[src/rtl/uart_pkg.sv]
// Shared types and helpers for the UART transmit scheduler.
// The GUARD state exists only when UART_TX_GUARD_EN is defined.
package uart_pkg;

`ifdef UART_TX_GUARD_EN
    typedef enum logic [1:0] {ST_IDLE, ST_LOAD, ST_SHIFT, ST_GUARD} tx_sched_state_t;
`else
    typedef enum logic [1:0] {ST_IDLE, ST_LOAD, ST_SHIFT} tx_sched_state_t;
`endif

    // Data bits, parity and stop are shifted; the start bit comes from the load.
    localparam int FRAME_SHIFTS = 10;

    function automatic logic calc_parity(input logic [7:0] data, input logic odd);
        return odd ? ~^data : ^data;
    endfunction

endpackage

[src/rtl/rr_arbiter.sv]
// Combinational round-robin grant: first pending request at or after ptr,
// returned one-hot and as an encoded index.
module rr_arbiter #(
    parameter int NUM_REQ = 4
) (
    input  logic [NUM_REQ-1:0]         req,
    input  logic [$clog2(NUM_REQ)-1:0] ptr,
    output logic [NUM_REQ-1:0]         gnt,
    output logic [$clog2(NUM_REQ)-1:0] gnt_idx,
    output logic                       gnt_any
);
    localparam int IDX_W = $clog2(NUM_REQ);

    int j;

    always_comb begin
        gnt     = '0;
        gnt_idx = '0;
        gnt_any = 1'b0;
        j       = 0;
        for (int i = 0; i < NUM_REQ; i++) begin
            j = int'(ptr) + i;
            if (j >= NUM_REQ) j = j - NUM_REQ;
            if (!gnt_any && req[j]) begin
                gnt_any = 1'b1;
                gnt[j]  = 1'b1;
                gnt_idx = IDX_W'(j);
            end
        end
    end

endmodule

[src/rtl/uart_tx_sched.sv]
// Round-robin scheduler sharing one UART serializer among NUM_REQ requesters.
// Define UART_TX_GUARD_EN to insert GUARD_BITS idle bit times after each stop bit.
module uart_tx_sched #(
    parameter int NUM_REQ    = 4,
    parameter int GUARD_BITS = 1
) (
    input  logic                         reg_clk,
    input  logic                         reg_rst,
    input  logic [NUM_REQ-1:0]           req_valid,
    input  logic [8*NUM_REQ-1:0]         req_data,
    output logic [NUM_REQ-1:0]           req_ready,
    input  logic                         parity_odd,
    output logic                         load,
    output logic                         shift,
    output logic                         parity_bit,
    output logic [7:0]                   p_data_in,
    output logic                         busy,
    output logic [$clog2(NUM_REQ)-1:0]   grant_id,
    output logic                         tx_done
);
    import uart_pkg::*;

    localparam int         IDX_W     = $clog2(NUM_REQ);
    localparam logic [3:0] LAST_BIT  = 4'(FRAME_SHIFTS - 1);
    localparam logic [3:0] PRE_LAST  = 4'(FRAME_SHIFTS - 2);

    if (NUM_REQ < 2 || NUM_REQ > 16) begin : g_bad_num_req
        $error("uart_tx_sched: NUM_REQ must be 2..16");
    end
    if (GUARD_BITS < 1 || GUARD_BITS > 15) begin : g_bad_guard_bits
        $error("uart_tx_sched: GUARD_BITS must be 1..15");
    end

    tx_sched_state_t    state;
    logic [IDX_W-1:0]   ptr;
    logic [3:0]         bit_cnt;
    logic [NUM_REQ-1:0] arb_gnt;
    logic [IDX_W-1:0]   arb_idx;
    logic               arb_any;
    logic               arb_now;
    logic [7:0]         sel_data;

    rr_arbiter #(.NUM_REQ(NUM_REQ)) u_arb (
        .req     (req_valid),
        .ptr     (ptr),
        .gnt     (arb_gnt),
        .gnt_idx (arb_idx),
        .gnt_any (arb_any)
    );

    assign sel_data = req_data[{arb_idx, 3'b000} +: 8];

`ifdef UART_TX_GUARD_EN
    localparam logic [3:0] LAST_GUARD = 4'(GUARD_BITS - 1);
    logic [3:0] guard_cnt;
    assign arb_now = (state == ST_IDLE) || (state == ST_GUARD && guard_cnt == LAST_GUARD);
`else
    // Without the guard the next frame is chosen during the stop-bit shift.
    assign arb_now = (state == ST_IDLE) || (state == ST_SHIFT && bit_cnt == LAST_BIT);
`endif

    always_ff @(posedge reg_clk) begin
        if (reg_rst) begin
            state      <= ST_IDLE;
            ptr        <= '0;
            bit_cnt    <= '0;
            load       <= 1'b0;
            shift      <= 1'b0;
            req_ready  <= '0;
            busy       <= 1'b0;
            tx_done    <= 1'b0;
            grant_id   <= '0;
            p_data_in  <= '0;
            parity_bit <= 1'b0;
`ifdef UART_TX_GUARD_EN
            guard_cnt  <= '0;
`endif
        end else begin
            load      <= 1'b0;
            shift     <= 1'b0;
            req_ready <= '0;
            tx_done   <= 1'b0;
            if (arb_now) begin
                bit_cnt <= '0;
                if (arb_any) begin
                    state      <= ST_LOAD;
                    load       <= 1'b1;
                    busy       <= 1'b1;
                    req_ready  <= arb_gnt;
                    grant_id   <= arb_idx;
                    p_data_in  <= sel_data;
                    parity_bit <= calc_parity(sel_data, parity_odd);
                    ptr        <= (arb_idx == IDX_W'(NUM_REQ - 1)) ? '0 : arb_idx + 1'b1;
                end else begin
                    state <= ST_IDLE;
                    busy  <= 1'b0;
                end
            end else begin
                case (state)
                    ST_LOAD: begin
                        state   <= ST_SHIFT;
                        shift   <= 1'b1;
                        bit_cnt <= '0;
                    end
                    ST_SHIFT: begin
                        if (bit_cnt != LAST_BIT) begin
                            shift   <= 1'b1;
                            bit_cnt <= bit_cnt + 1'b1;
                            tx_done <= (bit_cnt == PRE_LAST);
                        end
`ifdef UART_TX_GUARD_EN
                        else begin
                            state     <= ST_GUARD;
                            guard_cnt <= '0;
                        end
`endif
                    end
`ifdef UART_TX_GUARD_EN
                    ST_GUARD: guard_cnt <= guard_cnt + 1'b1;
`endif
                    default: state <= ST_IDLE;
                endcase
            end
        end
    end

endmodule

[config.mk]
export PLATFORM = sky130hd
export DESIGN_NAME = uart_tx_sched
export DESIGN_NICKNAME = d
export VERILOG_FILES = /design/src/rtl/uart_pkg.sv /design/src/rtl/rr_arbiter.sv /design/src/rtl/uart_tx_sched.sv
export SDC_FILE = /design/constraint.sdc
export NUM_CORES = 1
export LEC_CHECK = 0
export ABC_AREA = 1
export CORE_UTILIZATION = 44
export DETAILED_ROUTE_END_ITERATION = 12
export GPL_TIMING_DRIVEN = 0
export MAX_ROUTING_LAYER = met4
export PLACE_DENSITY_LB_ADDON = 0.08
export SYNTH_ARGS = -nofsm -noshare
export SYNTH_HDL_FRONTEND = slang
export SYNTH_SLANG_ARGS = --single-unit
[constraint.sdc]
create_clock -name reg_clk -period 3.05 [get_ports reg_clk]
set_clock_uncertainty 0.15 [all_clocks]
set_input_delay 0.61 -clock reg_clk [delete_from_list [all_inputs] [get_ports reg_clk]]
set_output_delay 0.61 -clock reg_clk [all_outputs]
set_load 0.02 [all_outputs]
==> impl_metrics.ini, run 1 <==
[routing]
dr.first_iter.drc_count = 60
wl_per_cell_um = 11.4
via_per_inst = 4.88
drt_first_pass_iters = 5
vias = 2408
drc = 0
final_antenna_net_count = 0
wl_um = 5640

[timing]
fmax_ghz = 0.354
period_needed_ps = 2820
finalCritPeriodShare = 0.925
finalSetupViolations = 0
report.final.slew_viol_count = 0
hold_viol = 0
fin_hold_ws_ps = 305
relSlewSlack = 0.714
tightest_slew_ps = 429

[yosys]
seq_area_frac_synth = 0.245
synth_seq_cells = 27
ys_dominant_reg_cell = dfxtp_1
syn-instance-count = 360
netlist-cell-type-count = 30
syn_area_um2 = 2210
avgSynthCellArea_um2 = 6.14
synth_edf_count = 0
yosys_warnings = 0
async_flop_share = 0
syn_nets = 413

[clock_tree]
cts_tree = built
clkSinkCount = 27
cts-buffers-inserted = 3
root_buffer = clkbuf_8
ctsHoldBuffers = 0
clock_path_buffers = 2
clkTransAtPathRegs_ps = 100
clk_latency_ps = 270
cts.htree.levels = 1

[flow_run]
max_cap_violations = 0

[setup_path]
crit_path_max_fanout = 11
cp-endpoint = parity_bit$_SDFFE_PP0P_
rr_endpoint = parity_bit$_SDFFE_PP0P_
criticalPathCategory = reg -> reg
end_kind = flop
critPathArrivalTime_ps = 2850
cp-start-kind = flop
crit_start = ptr[0]$_SDFFE_PP0P_
r2r-start = ptr[0]$_SDFFE_PP0P_
reg2regPathDepth = 22
ff2ff_setup_slack_ps = 230
cp_data_required_time_ps = 3080

[placed_design]
portBuffers = 57
placed_area_um2 = 2860
dp_hpwl_um = 4240
place_congestion = 0.881

[power]
p_leak_nw = 1.57
switching_share = 0.541
ir_drop_mv = 0.487
p_clk_frac = 0.053
switching_power_mw = 2.10
p_int_mw = 1.78
pwr-share-seq = 0.135
p_per_area_nw_per_um2 = 1270
pwr-share-comb = 0.812

[global_routing]
grt_pass1_wl_um = 9160
gr-total-overflow = 0
antenna_found_initial = 0
track_usage = 0.220
grt_max_degree = 17
grt_pass1_vias = 2150

[status]
outcome = finished, final reports clean

[finish]
n_antenna_cell = 0
nets = 480
area_delta_synth_final_pct = 38.5
fin_area_um2 = 3060
nFillCells = 463
final_layout_size_suffix_gt1_frac = 0.124

[worst_hold_path]
hp-class = reg -> reg

[die]
start_util = 0.462
die_y_um = 72.9
fp.dieW_um = 72.9
rows = 25
core_um2 = 4790
die_area_um2 = 5310
io_pins = 58
synthesized netlist by cell type, types with 2 or more instances:
cell type  number  area (um2)
inv_1          47         176
o31ai_1         4        30.0
a21oi_1         9        45.0
dfxtp_1        27         541
nor2_1         13        48.8
nand4_1         4        25.0
ha_1           14         175
buf_6           2        22.5
inv_2           2        7.51
nand2_2         7        43.8
nand3_2         5        50.1
o211ai_1        9        67.6
nand3_1        54         270
nor3_1          2        10.0
nand2_1       134         503
buf_2           5        25.0
o21ai_0         9        45.0
worst min path at each step:
| stage | end | cells past startpoint | startpoint | slack, ps |
|---|---|---|---|---|
| floorplan | state[0]$_SDFFE_PP0P_ | 2 | state[0]$_SDFFE_PP0P_ | 300 |
| global placement | busy$_SDFFE_PP0N_ | 2 | busy$_SDFFE_PP0N_ | 290 |
| detailed placement | busy$_SDFFE_PP0N_ | 2 | busy$_SDFFE_PP0N_ | 290 |
| CTS | busy$_SDFFE_PP0N_ | 2 | busy$_SDFFE_PP0N_ | 310 |
| global route | busy$_SDFFE_PP0N_ | 2 | busy$_SDFFE_PP0N_ | 330 |
| finish | busy$_SDFFE_PP0N_ | 2 | busy$_SDFFE_PP0N_ | 310 |
placed cells by master, fill, tap and decap left out, types with 5 or more instances in the layout:
cell type	netlist	layout
a21oi_1	9	9
buf_4	1	5
clkdlybuf4s50_1	0	53
dfxtp_1	27	25
ha_1	14	13
inv_1	47	46
nand2_1	134	126
nand2_2	7	15
nand3_1	54	51
nand3_2	5	7
nor2_1	13	13
o211ai_1	9	9
o21ai_0	9	9
cell families after synthesis:
group	share of synthesized area
simple gates	0.448
xor+xnor	0.00396
compound gates	0.0985
buf+inv	0.125
fa+ha+maj	0.0793
flops	0.245
sequential cells by signal, summed over array words and instances (netlist names):
register    flops
bit_cnt         4
busy            1
grant_id        2
load            1
p_data_in       8
parity_bit      1
ptr             2
req_ready       4
shift           1
state           2
tx_done         1
repair_timing:
action	in CTS	in global routing
gates cloned	0	0
setup buffers	1	4
pin swaps	1	3
setup endpoints to repair	1	1
resized for setup	5	29
power by group through the flow:
stage	registers (mW)	logic, mW	clock network, mW
3_5_place_dp	0.544	2.89	0
4_1_cts	0.531	2.93	0.211
3_3_place_gp	0.546	2.84	0
2_1_floorplan	0.635	2.09	0
5_1_grt	0.541	3.57	0.225
6_report	0.526	3.16	0.205
through the flow:
step | utilization | setup slack, ps | total power [mW] | std cells | setup TNS, ps
global route | 0.639 | -11.5 | 4.33 | 493 | -11.5
global placement | 0.598 | -265 | 3.38 | 484 | -265
detailed placement | 0.598 | -296 | 3.43 | 484 | -296
floorplan | - | 210 | 2.73 | 360 | 0
finish | 0.639 | 229 | 3.89 | 493 | 0
CTS | 0.612 | 40.1 | 3.67 | 489 | 0
cell type report:
class | instances | area [um2] | share of cell area
Multi-Input combinational cell | 271 | 1450 | 0.473
Timing Repair Buffer | 62 | 631 | 0.206
Sequential cell | 27 | 548 | 0.179
Inverter | 51 | 209 | 0.0683
Buffer | 11 | 92.6 | 0.0303
Tap cell | 67 | 83.8 | 0.0274
Clock buffer | 3 | 41.3 | 0.0135
Clock inverter | 1 | 7.51 | 0.00245
layer usage:
metal	vias up	routed length, um	GRT usage	share of wire
li1	1282	-	-	-
met5	-	0	-	0
met1	1064	2610	0.271	0.46
met2	54	2720	0.384	0.48
met3	8	247	0.0235	0.044
met4	0	66	0.0545	0.012
worst max-delay path, stage by stage (launching register included):
cell and delay, ps:
dfxtp_4 370, inv_6 110, ha_4 230, inv_1 100, nand3_2 130, nand2_2 140
nand3_4 110, nor2_4 160, nand2_2 80, o21ai_4 70, buf_12 140, buf_8 130
nand3_1 120, nand2_2 110, nand2_1 60, nand2_1 90, nand2_1 50, nand2_1 80
nand2_1 60, nand3_1 60, nand3_1 80, nand2_1 70, inv_1 30
Note: power is estimated with default switching activity, not from simulation.
==> inputs of run 2 (changes only) <==
Settings changed: SYNTH_HIERARCHICAL set to 1.
==> run 2 against run 1 <==
Against the previous run: the flow now finishes with violations (design-rule violations); critical path depth is 2 higher; clock power is 2% lower; design area rose by 2.2%; count of clock-buffer cells in the layout stayed put; setup slack worse by 200 ps; final cell count fell by 5.5%; die area shrank 5.2%; wire length shrank 3.9%; core utilization is 5.9 points higher; synthesized cell count is 8.3% lower; sequential share of layout area decreased by 0.38 points; via count decreased by 1.6%.
==> impl_metrics.ini, run 2 <==
[routing]
drc = 2
dr.first_iter.drc_count = 142
drt_first_pass_iters = 9
wl_per_cell_um = 11.6
vias = 2370
via_per_inst = 5.09
final_antenna_net_count = 0
wl_um = 5420

[timing]
finalCritPeriodShare = 0.992
tightest_slew_ps = 390
hold_viol = 0
fin_hold_ws_ps = 309
period_needed_ps = 3020
report.final.slew_viol_count = 0
relSlewSlack = 0.740
finalSetupViolations = 0
fmax_ghz = 0.331
rsz0062_at_grt = true

[clock_tree]
cts_tree = built
clock_path_buffers = 2
clk_latency_ps = 270
cts-buffers-inserted = 3
clkTransAtPathRegs_ps = 90
ctsHoldBuffers = 0
cts.htree.levels = 1
root_buffer = clkbuf_8
clkSinkCount = 27

[power]
switching_share = 0.513
p_leak_nw = 1.49
p_int_mw = 2.02
switching_power_mw = 2.13
ir_drop_mv = 0.814
pwr-share-seq = 0.130
p_clk_frac = 0.048
pwr-share-comb = 0.822
p_per_area_nw_per_um2 = 1330
power.total_mw = 4.16

[setup_path]
end_kind = flop
crit_path_max_fanout = 7
cp-start-kind = flop
cp_data_required_time_ps = 3070
criticalPathCategory = reg -> reg
critPathArrivalTime_ps = 3050

[flow_run]
max_cap_violations = 0

[finish]
biggestRegsByFlops = p_data_in x8, bit_cnt x4, req_ready x4
final_common_cell = nand2_1
area_delta_synth_final_pct = 49.5
largest_reg_flops = 8
final_layout_size_suffix_gt1_frac = 0.222
nets = 469
largest-register = p_data_in
finalNonFillerCells = 466
layout_common_cells = nand2_1 (98), clkdlybuf4s50_1 (57), nand2_2 (33)
fin_area_um2 = 3130
n_antenna_cell = 0

[yosys]
synth_edf_count = 0
synth_seq_cells = 27
netlist-cell-type-count = 26
async_flop_share = 0
yosys_warnings = 6
yosys.area.top_type = dfxtp_1
synthTopCellsByArea = dfxtp_1 (26%), nand2_1 (21%), nand3_1 (9.6%)
ys_dominant_reg_cell = dfxtp_1
synth.most_common_cell = nand2_1
syn-instance-count = 330
avgSynthCellArea_um2 = 6.34
synth_top_cell_area_share = 0.258
synth_common_cells = nand2_1 (119), nand3_1 (40), inv_1 (31), dfxtp_1 (27), a21oi_1 (20)
syn_nets = 384
seq_area_frac_synth = 0.258
syn_area_um2 = 2090

[global_routing]
track_usage = 0.217
gr-total-overflow = 0
antenna_found_initial = 0
grt_pass1_wl_um = 8740
grt_pass1_vias = 2110
grt_max_degree = 16

[placed_design]
placed_area_um2 = 2730
place_congestion = 0.925
dp_cells = 439
portBuffers = 57
dp_hpwl_um = 3840

[die]
die_area_um2 = 5030
fp.dieW_um = 71.0
die_y_um = 71.0
rows = 24
core_um2 = 4470
start_util = 0.468
io_pins = 58

[status]
outcome = complete, but fails checks
violations = design-rule violations

[worst_hold_path]
hp-class = reg -> reg
-- run 2: changes by cell type after synthesis, moves of 3 or more --
cell / before / now
a21oi_1: 9 / 20
nand4_1: 4 / 9
nand3_1: 54 / 40
o31ai_1: 4 / 1
inv_1: 47 / 31
a21boi_0: 1 / 4
nand2_2: 7 / 12
buf_2: 5 / 1
nand2_1: 134 / 119
o211ai_1: 9 / 0
o21ai_0: 9 / 14
-- run 2: path summary, 6_finish.rpt --
check	start	end	slack, ps	depth (start not counted)
min	busy$_SDFFE_PP0P_	busy$_SDFFE_PP0P_	310	2
max	ptr[1]$_SDFFE_PP0P_	parity_bit$_SDFFE_PP0P_	30	24
min reg2reg	busy$_SDFFE_PP0P_	busy$_SDFFE_PP0P_	310	2
max reg2reg	ptr[1]$_SDFFE_PP0P_	parity_bit$_SDFFE_PP0P_	30	24
-- run 2: per-stage QoR --
stage | utilization | TNS, ps | worst slack [ps]
after floorplan | - | 0 | 91.4
after global placement | 0.610 | -449 | -449
after detailed placement | 0.610 | -458 | -458
after CTS | 0.642 | 0 | 1.65
after global routing | 0.699 | -146 | -146
final | 0.699 | 0 | 25.2
-- run 2: critical path, stage by stage, from the launching register on --
cell	delay, ps
dfxtp_4	420
clkinvlp_4	170
ha_4	340
inv_4	40
nand2_2	60
nand2_2	60
nor2_4	140
buf_6	140
nand4_1	100
nand3_2	170
buf_6	160
buf_12	120
nand2_2	50
nand3_2	90
nand2_2	70
nand3_2	100
nand2_2	70
nand2_2	70
nand2_1	60
nand2_2	70
nand2_1	50
nand2_1	60
nand3_1	70
nand2_1	60
inv_1	40
-- run 2: layout make-up --
class / count / area [um2]
Clock inverter: 1 / 5.00
Timing Repair Buffer: 80 / 777
Multi-Input combinational cell: 260 / 1460
Fill cell: 391 / 1350
Clock buffer: 3 / 41.3
Tap cell: 52 / 65.1
Buffer: 9 / 88.8
Sequential cell: 27 / 548
Inverter: 34 / 139
-- run 2: what timing repair did --
action	in CTS	in global routing
pin swaps	2	29
setup buffers	4	17
resized for setup	13	33
endpoints found under the hold margin	0	0
gates cloned	1	1
setup endpoints to repair	1	1
-- run 2: power groups by stage --
| stage | clock (mW) | sequential, mW | combinational [mW] |
|---|---|---|---|
| after floorplan | 0 | 0.640 | 1.85 |
| after global placement | 0 | 0.542 | 2.57 |
| after detailed placement | 0 | 0.541 | 2.59 |
| after CTS | 0.206 | 0.541 | 2.80 |
| after global routing | 0.221 | 0.553 | 3.76 |
| final | 0.200 | 0.539 | 3.42 |
-- run 2: per-layer routing --
layer / vias up / global-route usage / wire length (um)
li1: 1240 / - / -
met1: 1069 / 0.251 / 2390
met2: 50 / 0.394 / 2780
met3: 11 / 0.0399 / 179
met4: 0 / 0.0400 / 66
met5: - / - / 0
-- run 2: logic make-up (layout without fill, tap and decap cells) --
family          after synthesis  in the layout  synth area share
compound gates               40             40             0.103
flops                        27             27             0.258
xor+xnor                      1              1           0.00419
fa+ha+maj                    15             15            0.0897
simple gates                204            204             0.441
buf+inv                      43            127             0.103
==> inputs of run 3 (changes only) <==
Settings changed: CAP_MARGIN set to 20.
==> results of run 3 <==
Final layout, timing and power as in run 2 (identical DEF).
